--- config.mk ---
export PLATFORM = sky130hd
export DESIGN_NAME = flash_byte_reader
export DESIGN_NICKNAME = d
export VERILOG_FILES = /design/src/rtl/flash_reader_pkg.sv /design/src/rtl/flash_reader_watchdog.sv /design/src/rtl/flash_byte_reader.sv
export SDC_FILE = /design/constraint.sdc
export NUM_CORES = 1
export LEC_CHECK = 0
export BUFFER_PORTS_ARGS = -buffer_cell sky130_fd_sc_hd__clkbuf_2
export CAP_MARGIN = 30
export CORE_ASPECT_RATIO = 2
export CORE_MARGIN = 2
export CORE_UTILIZATION = 49
export CTS_CLUSTER_DIAMETER = 200
export DETAILED_ROUTE_END_ITERATION = 10
export PLACE_DENSITY_LB_ADDON = 0.12
export SLEW_MARGIN = 20
export SYNTH_ARGS = -nofsm -noshare
export SYNTH_HDL_FRONTEND = slang
export SYNTH_SLANG_ARGS = --single-unit
--- constraint.sdc ---
create_clock -name clk -period 5.7 [get_ports clk]
set_clock_uncertainty 0.05 [all_clocks]
set_input_delay 0.855 -clock clk [delete_from_list [all_inputs] [get_ports clk]]
set_output_delay 0.855 -clock clk [all_outputs]
set_load 0.01 [all_outputs]
--- src/rtl/flash_reader_pkg.sv ---
// Shared types and helpers for the flash byte reader: FSM states, request size limit
// and the request-length clamp.
package flash_reader_pkg;

  typedef enum logic [2:0] {
    S_IDLE,
    S_SETUP,
    S_ISSUE,
    S_WAIT,
    S_RESP
  } state_e;

  localparam int unsigned MAX_BYTES_PER_REQ = 4;

  // A length of 0 means one byte; anything past the word size is cut to a full word.
  function automatic logic [2:0] clamp_len(input logic [2:0] len);
    if (len == 3'd0) return 3'd1;
    if (len > 3'(MAX_BYTES_PER_REQ)) return 3'(MAX_BYTES_PER_REQ);
    return len;
  endfunction

endpackage

--- src/rtl/flash_reader_watchdog.sv ---
// Per-byte watchdog for the flash byte reader: clears on each strobe, counts while a
// byte is outstanding and flags expiry at TIMEOUT_CYCLES.
module flash_reader_watchdog #(
  parameter int unsigned TIMEOUT_CYCLES = 255
) (
  input  logic clk,
  input  logic reset,
  input  logic clear,
  input  logic count,
  output logic expired
);

  localparam int unsigned CntWidth =
      ($clog2(TIMEOUT_CYCLES + 1) > 8) ? $clog2(TIMEOUT_CYCLES + 1) : 8;

  logic [CntWidth-1:0] cnt_q;

  always_ff @(posedge clk or posedge reset) begin
    if (reset) begin
      cnt_q <= '0;
    end else if (clear) begin
      cnt_q <= '0;
    end else if (count && !expired) begin
      cnt_q <= cnt_q + CntWidth'(1);
    end
  end

  assign expired = (cnt_q == CntWidth'(TIMEOUT_CYCLES));

endmodule

--- src/rtl/flash_byte_reader.sv ---
// Sequences 1-4 single-byte flash reads behind the boot loader and packs them little-endian.
// Optional per-byte watchdog enabled by defining FLASH_READER_TIMEOUT_EN.
module flash_byte_reader
  import flash_reader_pkg::*;
#(
  parameter int unsigned FLASH_BYTE_ADDR_WIDTH = 15,
  parameter int unsigned TIMEOUT_CYCLES        = 255
) (
  input  logic                             clk,
  input  logic                             reset,
  input  logic                             req_valid,
  output logic                             req_ready,
  input  logic [3:0]                       req_page,
  input  logic [FLASH_BYTE_ADDR_WIDTH-1:0] req_byte_addr,
  input  logic [2:0]                       req_len,
  output logic                             rsp_valid,
  input  logic                             rsp_ready,
  output logic [31:0]                      rsp_data,
  output logic                             rsp_error,
  input  logic                             loader_done,
  output logic                             flash_read_enable,
  output logic [3:0]                       page_index,
  output logic [FLASH_BYTE_ADDR_WIDTH-1:0] flash_byte_addr,
  input  logic                             flash_read_en_out,
  input  logic [7:0]                       flash_byte_out
);

  state_e                           state_q, state_d;
  logic [3:0]                       page_q;
  logic [FLASH_BYTE_ADDR_WIDTH-1:0] addr_q;
  logic [2:0]                       len_q;
  logic [2:0]                       idx_q;
  logic [31:0]                      data_q;
  logic                             accept;
  logic                             byte_in;
  logic                             timeout;

  assign req_ready = (state_q == S_IDLE) && loader_done;
  assign accept    = req_valid && req_ready;
  // Loader pulses outside S_WAIT are stray and must not touch the datapath.
  assign byte_in   = (state_q == S_WAIT) && flash_read_en_out;

  always_comb begin
    state_d           = state_q;
    flash_read_enable = 1'b0;
    rsp_valid         = 1'b0;
    unique case (state_q)
      S_IDLE:  if (accept) state_d = S_SETUP;
      S_SETUP: state_d = S_ISSUE;
      S_ISSUE: begin
        flash_read_enable = 1'b1;
        state_d           = S_WAIT;
      end
      S_WAIT: begin
        if (byte_in) begin
          state_d = (idx_q + 3'd1 == len_q) ? S_RESP : S_ISSUE;
        end else if (timeout) begin
          state_d = S_RESP;
        end
      end
      S_RESP: begin
        rsp_valid = 1'b1;
        if (rsp_ready) state_d = S_IDLE;
      end
      default: state_d = S_IDLE;
    endcase
  end

  always_ff @(posedge clk or posedge reset) begin
    if (reset) begin
      state_q <= S_IDLE;
    end else begin
      state_q <= state_d;
    end
  end

  always_ff @(posedge clk or posedge reset) begin
    if (reset) begin
      page_q <= '0;
      addr_q <= '0;
      len_q  <= '0;
      idx_q  <= '0;
      data_q <= '0;
    end else if (accept) begin
      page_q <= req_page;
      addr_q <= req_byte_addr;
      len_q  <= clamp_len(req_len);
      idx_q  <= '0;
      data_q <= '0;
    end else if (byte_in) begin
      data_q[{idx_q[1:0], 3'b000} +: 8] <= flash_byte_out;
      idx_q  <= idx_q + 3'd1;
      addr_q <= addr_q + FLASH_BYTE_ADDR_WIDTH'(1);
    end
  end

  assign rsp_data        = data_q;
  assign page_index      = page_q;
  assign flash_byte_addr = addr_q;

`ifdef FLASH_READER_TIMEOUT_EN
  logic err_q;
  logic wd_clear;
  logic wd_count;

  assign wd_clear = (state_q == S_ISSUE);
  assign wd_count = (state_q == S_WAIT);

  flash_reader_watchdog #(
    .TIMEOUT_CYCLES(TIMEOUT_CYCLES)
  ) u_watchdog (
    .clk    (clk),
    .reset  (reset),
    .clear  (wd_clear),
    .count  (wd_count),
    .expired(timeout)
  );

  // A byte landing on the expiry cycle wins over the timeout.
  always_ff @(posedge clk or posedge reset) begin
    if (reset) begin
      err_q <= 1'b0;
    end else if (accept) begin
      err_q <= 1'b0;
    end else if ((state_q == S_WAIT) && !byte_in && timeout) begin
      err_q <= 1'b1;
    end
  end

  assign rsp_error = err_q;
`else
  assign timeout   = 1'b0;
  assign rsp_error = 1'b0;
`endif

endmodule

## Word-level counts from Yosys, hierarchy flattened

Index checks and enable logic that the tools add are counted.

| cells by class | value |
|---|---|
| mux-type cells | 23 |
| eq/ne operators | 8 |
| reductions and logical operators | 7 |
| add/sub/neg operators | 3 |
| shift-type cells | 2 |
| $lt $le $gt $ge | 1 |

Operators by type and width:

| kind | number |
|---|---|
| $mux W32 | 2 |
| $bwmux W32 | 1 |
| $shift A8 B7 Y32 const A | 1 |
| $shiftx A8 B7 Y32 | 1 |
| $mux W15 | 2 |
| $mux W3 | 10 |
| $add A15 B1 Y15 const B | 1 |
| $pmux W3 S5 | 1 |
| $mux W1 | 7 |
| $neg A5 Y7 | 1 |
| $eq A3 B2 Y1 const B | 2 |
| $logic_not A3 Y1 | 2 |
| $ne A2 B2 Y1 const B | 3 |
| $add A3 B1 Y3 const B | 1 |
| $eq A3 B1 Y1 const B | 1 |
| $eq A3 B3 Y1 | 1 |
| $eq A3 B3 Y1 const B | 1 |
| $gt A3 B3 Y1 const B | 1 |
| $logic_and A1 B1 Y1 | 3 |
| $reduce_and A3 Y1 | 1 |
| $reduce_bool A2 Y1 | 1 |

| storage, ports and cells | value |
|---|---|
| output and inout bits | 55 |
| word-level logic and storage cells | 50 |
| input port bits | 36 |
| flip-flop bits (word level) | 60 |

## Depth between registers and ports, before layout

Gate-level depths: netlist of the first run.

| logic depth | value |
|---|---|
| depth in word-level cells | 8 |
| depth in mapped cells | 7 |
| mapped depth without buffers | 6 |

## Worst setup path after synthesis of the first run

No wires, ideal clock.

| timing path | value |
|---|---|
| path kind | input port to output port |
| start point | input port loader_done |
| end point | output port req_ready |
| cell stages on the path | 1 |
| data required time | 4795 ps |
| buffers on the path | 0 |
| slack | 3589 ps |
| arrival time | 1206 ps |
| cells stage by stage | nor4b_4 |

| on the way | value |
|---|---|
| cells in the longest elaborated chain, start to end | 1 |

Ends and longest elaborated chain:

| element | line | RTL |
|---|---|---|
| start: declaration | flash_byte_reader.sv:20 | `input logic loader_done,` |
| $logic_and A1 B1 Y1 | flash_byte_reader.sv:38 | `assign req_ready = (state_q == S_IDLE) && loader_done;` |
| end: declaration | flash_byte_reader.sv:12 | `output logic req_ready,` |

Every way passes these cells.

## Worst setup path after layout of the first run

Ends and elaborated chain as after synthesis.

==> results.md, run 1 <==
* Outcome: finished clean
* # rows at 39
* Drc violations at 0
* Yosys top cell area share at 52.47%
* Largest net degree at the start of global routing at 61
* EDFF count, synth at 0
* Syn_area_per_cell at 11.22 µm²
* Count leader, synth: dfrtp_1
* DPL Wire Length at 5.102 mm
* Via count at 2406
* Total Nets Final at 387
* Routed length per instance at 17.23 µm
* First-pass GRT wire length at 11.52 mm
* Hold_buf cts at 0
* Hold/Removal Path Class: reg2reg
* Grt total ovfl at 0
* Slew Limit Fails at 0
* CTS H-tree depth at 3
* Buf+Inv Stages, Crit Path at 2
* Final setup viols at 0
* Critical Path Most Common Cell: clkbuf_2
* Worst endpoint required time at 4.80 ns
* #FFs+latches synth at 60
* Crit-path max FO at 6
* Slew margin rel. at 49.20%
* P&R area growth vs syn at 25.10%
* Synth Cell Area at 2861 µm²
* GRT Overall Usage at 23.62%
* CP delay by family, top: simple AND/OR/NAND/NOR gates
* CP arrival at 1.54 ns
* Setup Total Neg Slack at 0 ns
* Clk buf depth at 2
* Post-synth top cells: dfrtp_1, nand2_1, a22o_1
* Synth Warn # at 0
* CTS Buf Count at 9
* Part of the cycle the worst path needs at 42.90%
* Drt total wl at 7.048 mm
* Max Cap Viol at 0
* Static Leakage at 1.813 nW
* Tmin final at 2.445 ns
* Total power at 2.032 mW
* Die Y-Extent at 112.1 µm
* DR vias/cell at 5.883
* Detailed router's first-iteration violation count at 86
* Share of layout cells above drive strength 1 at 33.62%
* CTS root buf: clkbuf_16
* CTS tree: yes
* Final WS setup at 3.255 ns
* Critical Path Start Type: primary input
* Syn Nets at 298
* Cell Chain, Critical Path: clkbuf_2, nor4b_4, clkbuf_2
* Die ar. at 6504 µm²
* Clk_lat worst skew at 0.33 ns
* Final Hold Vio Count at 0
* Routability cong. at 0.7953
* Seq/Total Area, Yosys at 52.47%
* PostCTS Resize Cnt at 0
* Die span in x at 58.04 µm
* Worst VDD drop at 0.4572 mV
* Slew @ Worst Pin at 0.7621 ns
* Pre-CTS setup slack at 2.710 ns
* FFs w/ async S/R, synth at 100.0%
* Pwr dens at 567.7 nW/µm²
* DRT antenna net count at 0
* Vias in the first global route at 2404
* TritonCTS Sinks at 60
* Crit path largest cell delay at 0.39 ns
* Core Area at 5660 µm²
* Cells after Synth at 255
* Most used DFF post-synth: dfrtp_1
* Critical-path top delay cell: nor4b_4
* RSZ-0062 raised after global routing: no
* # diodes at 0
* Postcts setup bufs at 0
* IO buf count at 89
* Pre-Repair DR Iteration Count at 4
* Post-synthesis cell type count at 50
* I/O pins at 91
* Antenna violations before repair at 0
* Clock slew at reported path FFs at 0.05 ns
* Finished Core Util at 63.24%
* Area contributors post-synth: dfrtp_1, a22o_1, nand2_1
* Critical path endpoint category: primary output
* Fmax at 408.9 MHz
* Critical path class: in2out
* Initial Util at 50.55%
* Area leader, netlist: dfrtp_1
==> registers in the layout (all words and copies together), names as in the netlist <==
register         cells
rsp_data            32
flash_byte_addr     15
page_index           4
idx_q                3
len_q                3
state_q              3
==> layout make-up <==
class / instances / area [µm²]
tap: 61 / 76.32
sequential: 60 / 1501
fill: 523 / 2081
timing repair buffer: 91 / 467.9
clock buffer: 14 / 284.0
clock inverter: 1 / 5.005
multi-input combinational: 177 / 1226
inverter: 5 / 18.77
==> power by group <==
part           switching, mW  internal, mW  leakage (nW)  total [mW]
clock                  0.175         0.338         0.145       0.513
sequential             0.181         0.617         0.792       0.798
combinational          0.382         0.339         0.876       0.721
==> worst paths after layout <==
check | startpoint | end | slack [ns] | cells past startpoint
max | loader_done | req_ready | 3.25 | 3
min | page_index[3] | page_index[3] | 0.42 | 2
max reg2reg | idx_q[0] | rsp_data[11] | 3.46 | 6
min reg2reg | page_index[3] | page_index[3] | 0.42 | 2
max in group asynchronous | reset | flash_byte_addr[13] | 4.42 | 3
min in group asynchronous | reset | state_q[0] | 0.66 | 3
==> through the flow <==
stage / std cells / area [µm²] / hold slack [ns]
floorplan: 255 / 2861 / 0.4086
global placement: 393 / 3276 / 0.4122
detailed placement: 393 / 3276 / 0.4156
CTS: 408 / 3565 / 0.4284
global route: 409 / 3580 / 0.4517
finish: 409 / 3580 / 0.4246
==> cell usage in the layout, fill, tap and decap left out, types with 3 or more instances in the layout <==
cell / n
a22o_1: 33
o21ai_0: 6
a21oi_4: 3
o31ai_1: 3
clkbuf_16: 9
clkbuf_8: 4
clkbuf_2: 89
dfrtp_1: 60
inv_1: 4
xor2_1: 4
nand3_1: 15
xnor2_1: 3
ha_1: 7
nor2_1: 10
nand2_1: 39
nor2b_1: 3
a22oi_1: 3
nand4_1: 6
==> kinds of logic after synthesis <==
family	synth area share [%]
compound gates	21.03
xor+xnor	2.143
fa+ha+maj	3.061
buf+inv	4.678
flops	52.47
other cells	0.1311
simple gates	16.49
==> tightest hold or removal path, stage by stage, from the launching register on <==
cell and delay (ns):
dfrtp_1 0.34, nand2_1 0.05, nand2_1 0.05
==> metal layers <==
| layer | wire length, µm | share of wire (%) | vias to the layer above | global-route usage, % |
|---|---|---|---|---|
| li1 | - | - | 1125 | - |
| met1 | 2545 | 36 | 1189 | 25.48 |
| met2 | 3933 | 56 | 75 | 41.82 |
| met3 | 343 | 4.9 | 17 | 5.300 |
| met4 | 225 | 3.2 | 0 | 11.63 |
| met5 | 0 | 0 | - | 0 |
Note: power is estimated with default switching activity, not from simulation.
==> inputs of run 2 (changes only) <==
clock period = 2.5 ns   (was 5.7 ns; I/O delays follow)
==> run 2 against run 1 <==
  * Setup slack worse by 2.9 ns
  * Utilization up 1.1 points
  * Routed wire length up 0.84%
  * Sequential power up 130%
  * Clock-buffer cell count down 3
  * Critical path depth up 3
  * Global-route usage down 0.097 points
  * Clock power rose to 2.5 times the previous value
  * Register-to-register slack worse by 3.1 ns
  * Design area up 1.8%
  * Via count up 0.21%
==> results.md, run 2 (synthesis results as in run 1) <==
* Outcome: finished clean
* Finished Core Util at 64.37%
* Slew Limit Fails at 0
* Worst VDD drop at 1.116 mV
* Clock slew at reported path FFs at 0.05 ns
* GRT Overall Usage at 23.52%
* Tmin final at 2.164 ns
* DRT antenna net count at 0
* Clock power share at 27.2%
* Postcts setup bufs at 0
* Cell internal pwr at 3.079 mW
* Worst endpoint required time at 2.71 ns
* Sw Ratio at 35.49%
* Crit path largest cell delay at 0.50 ns
* Via count at 2411
* Slew @ Worst Pin at 0.6237 ns
* Clk_lat worst skew at 0.32 ns
* Drt total wl at 7.107 mm
* First-pass GRT wire length at 11.68 mm
* Sw Pwr at 1.693 mW
* M2 GR Usage at 41.36%
* Setup Total Neg Slack at 0 ns
* Number of flip-flops in the largest register at 32
* Hold_buf cts at 0
* Total Nets Final at 391
* Inst Count DP at 398
* Grt total ovfl at 0
* Final Hold Vio Count at 0
* Largest net degree at the start of global routing at 36
* Hold/Removal Path Class: in2async
* Buf+Inv Stages, Crit Path at 1
* Routability cong. at 0.8132
* Fmax at 462.0 MHz
* Initial Util at 50.55%
* Gr busiest metal: met2
* CTS H-tree depth at 3
* Die span in x at 58.04 µm
* Antenna violations before repair at 0
* # diodes at 0
* CTS Buf Count at 9
* Sequential share of power at 38.3%
* DR vias/cell at 5.824
* Pwr dens at 1310 nW/µm²
* TritonCTS Sinks at 60
* Commonest cells after routing, fill and taps aside: clkbuf_2, dfrtp_1, nand2_1
* Vias in the first global route at 2402
* IO buf count at 89
* Detailed router's first-iteration violation count at 100
* Met1 global-route usage at 25.99%
* Pre-Repair DR Iteration Count at 4
* CP arrival at 2.37 ns
* GR Layer Usage met3 at 5.300%
* Crit-path max FO at 8
* Static Leakage at 1.851 nW
* DPL Wire Length at 5.295 mm
* Hold_ws at 0.05249 ns
* I/O pins at 91
* P&R area growth vs syn at 27.33%
* Worst Reg2Reg Path Length in Cells at 6
* Drc violations at 0
* Max Cap Viol at 0
* RSZ-0062 raised after global routing: no
* Die ar. at 6504 µm²
* CP delay by family, top: simple AND/OR/NAND/NOR gates
* Slew margin rel. at 58.27%
* Cell Chain, Critical Path: inv_1, ha_1, nor2b_1, nand3_1, nor2_1, a22o_1
* Core Area at 5660 µm²
* Critical-path top delay cell: dfrtp_1
* CTS root buf: clkbuf_16
* WP depth at 6
* Die Y-Extent at 112.1 µm
* # rows at 39
* Filler Cell Count at 501
* Critical path class: reg2reg
* Most common cell after layout, fill and taps aside: clkbuf_2
* Non-Filler Instances at 414
* Critical path endpoint category: flop
* Critical Path Start Type: flop
* PostCTS Resize Cnt at 0
* Comb pwr share at 34.6%
* Share of layout cells above drive strength 1 at 34.56%
* Part of the cycle the worst path needs at 86.58%
* CTS tree: yes
* Clk buf depth at 2
* Final setup viols at 0
* Routed length per instance at 17.17 µm
run 2: cell types whose count changed in the layout (fill, tap and decap cells not counted):
cell       before  now
clkinv_2        1    3
buf_12          0    1
buf_4           1    5
bufinv_16       0    2
clkbuf_8        4    1
buf_8           1    0
run 2: final cells by class:
cell class	count	area, µm²	area share, %
sequential	60	1501	41.21
multi-input combinational	177	1226	33.65
timing repair buffer	95	503.0	13.80
clock buffer	11	242.7	6.662
tap	61	76.32	2.095
clock inverter	5	75.07	2.060
inverter	5	18.77	0.5151
run 2: stage by stage:
step / setup slack, ns / power (mW) / cell area, µm²
detailed placement: 0.3465 / 3.501 / 3326
floorplan: 0.5903 / 2.843 / 2861
global route: 0.1305 / 5.072 / 3643
global placement: 0.3609 / 3.458 / 3326
finish: 0.3356 / 4.772 / 3643
CTS: 0.3209 / 4.813 / 3643
run 2: final timing paths:
| kind | startpoint | endpoint | slack (ns) |
|---|---|---|---|
| setup reg to reg | idx_q[0] | rsp_data[15] | 0.34 |
| hold / removal | reset | state_q[2] | 0.05 |
| max in group asynchronous | reset | rsp_data[15] | 1.77 |
| hold reg to reg | page_index[2] | page_index[2] | 0.42 |
| setup / recovery | idx_q[0] | rsp_data[15] | 0.34 |
| min in group clk | req_page[2] | page_index[2] | 0.19 |
run 2: power by group through the flow:
stage	Combinational, mW	Sequential (mW)	Clock (mW)
finish	1.65	1.83	1.30
global route	1.83	1.89	1.35
CTS	1.67	1.83	1.31
detailed placement	1.66	1.84	0
global placement	1.63	1.83	0
floorplan	0.944	1.90	0
run 2: metal layers:
metal | wire (µm) | part of all wire (%) | vias to the layer above
met5 | 0 | 0 | -
met4 | 194 | 2.7 | 0
met3 | 334 | 4.7 | 17
met2 | 3891 | 55 | 80
met1 | 2686 | 38 | 1178
li1 | - | - | 1136
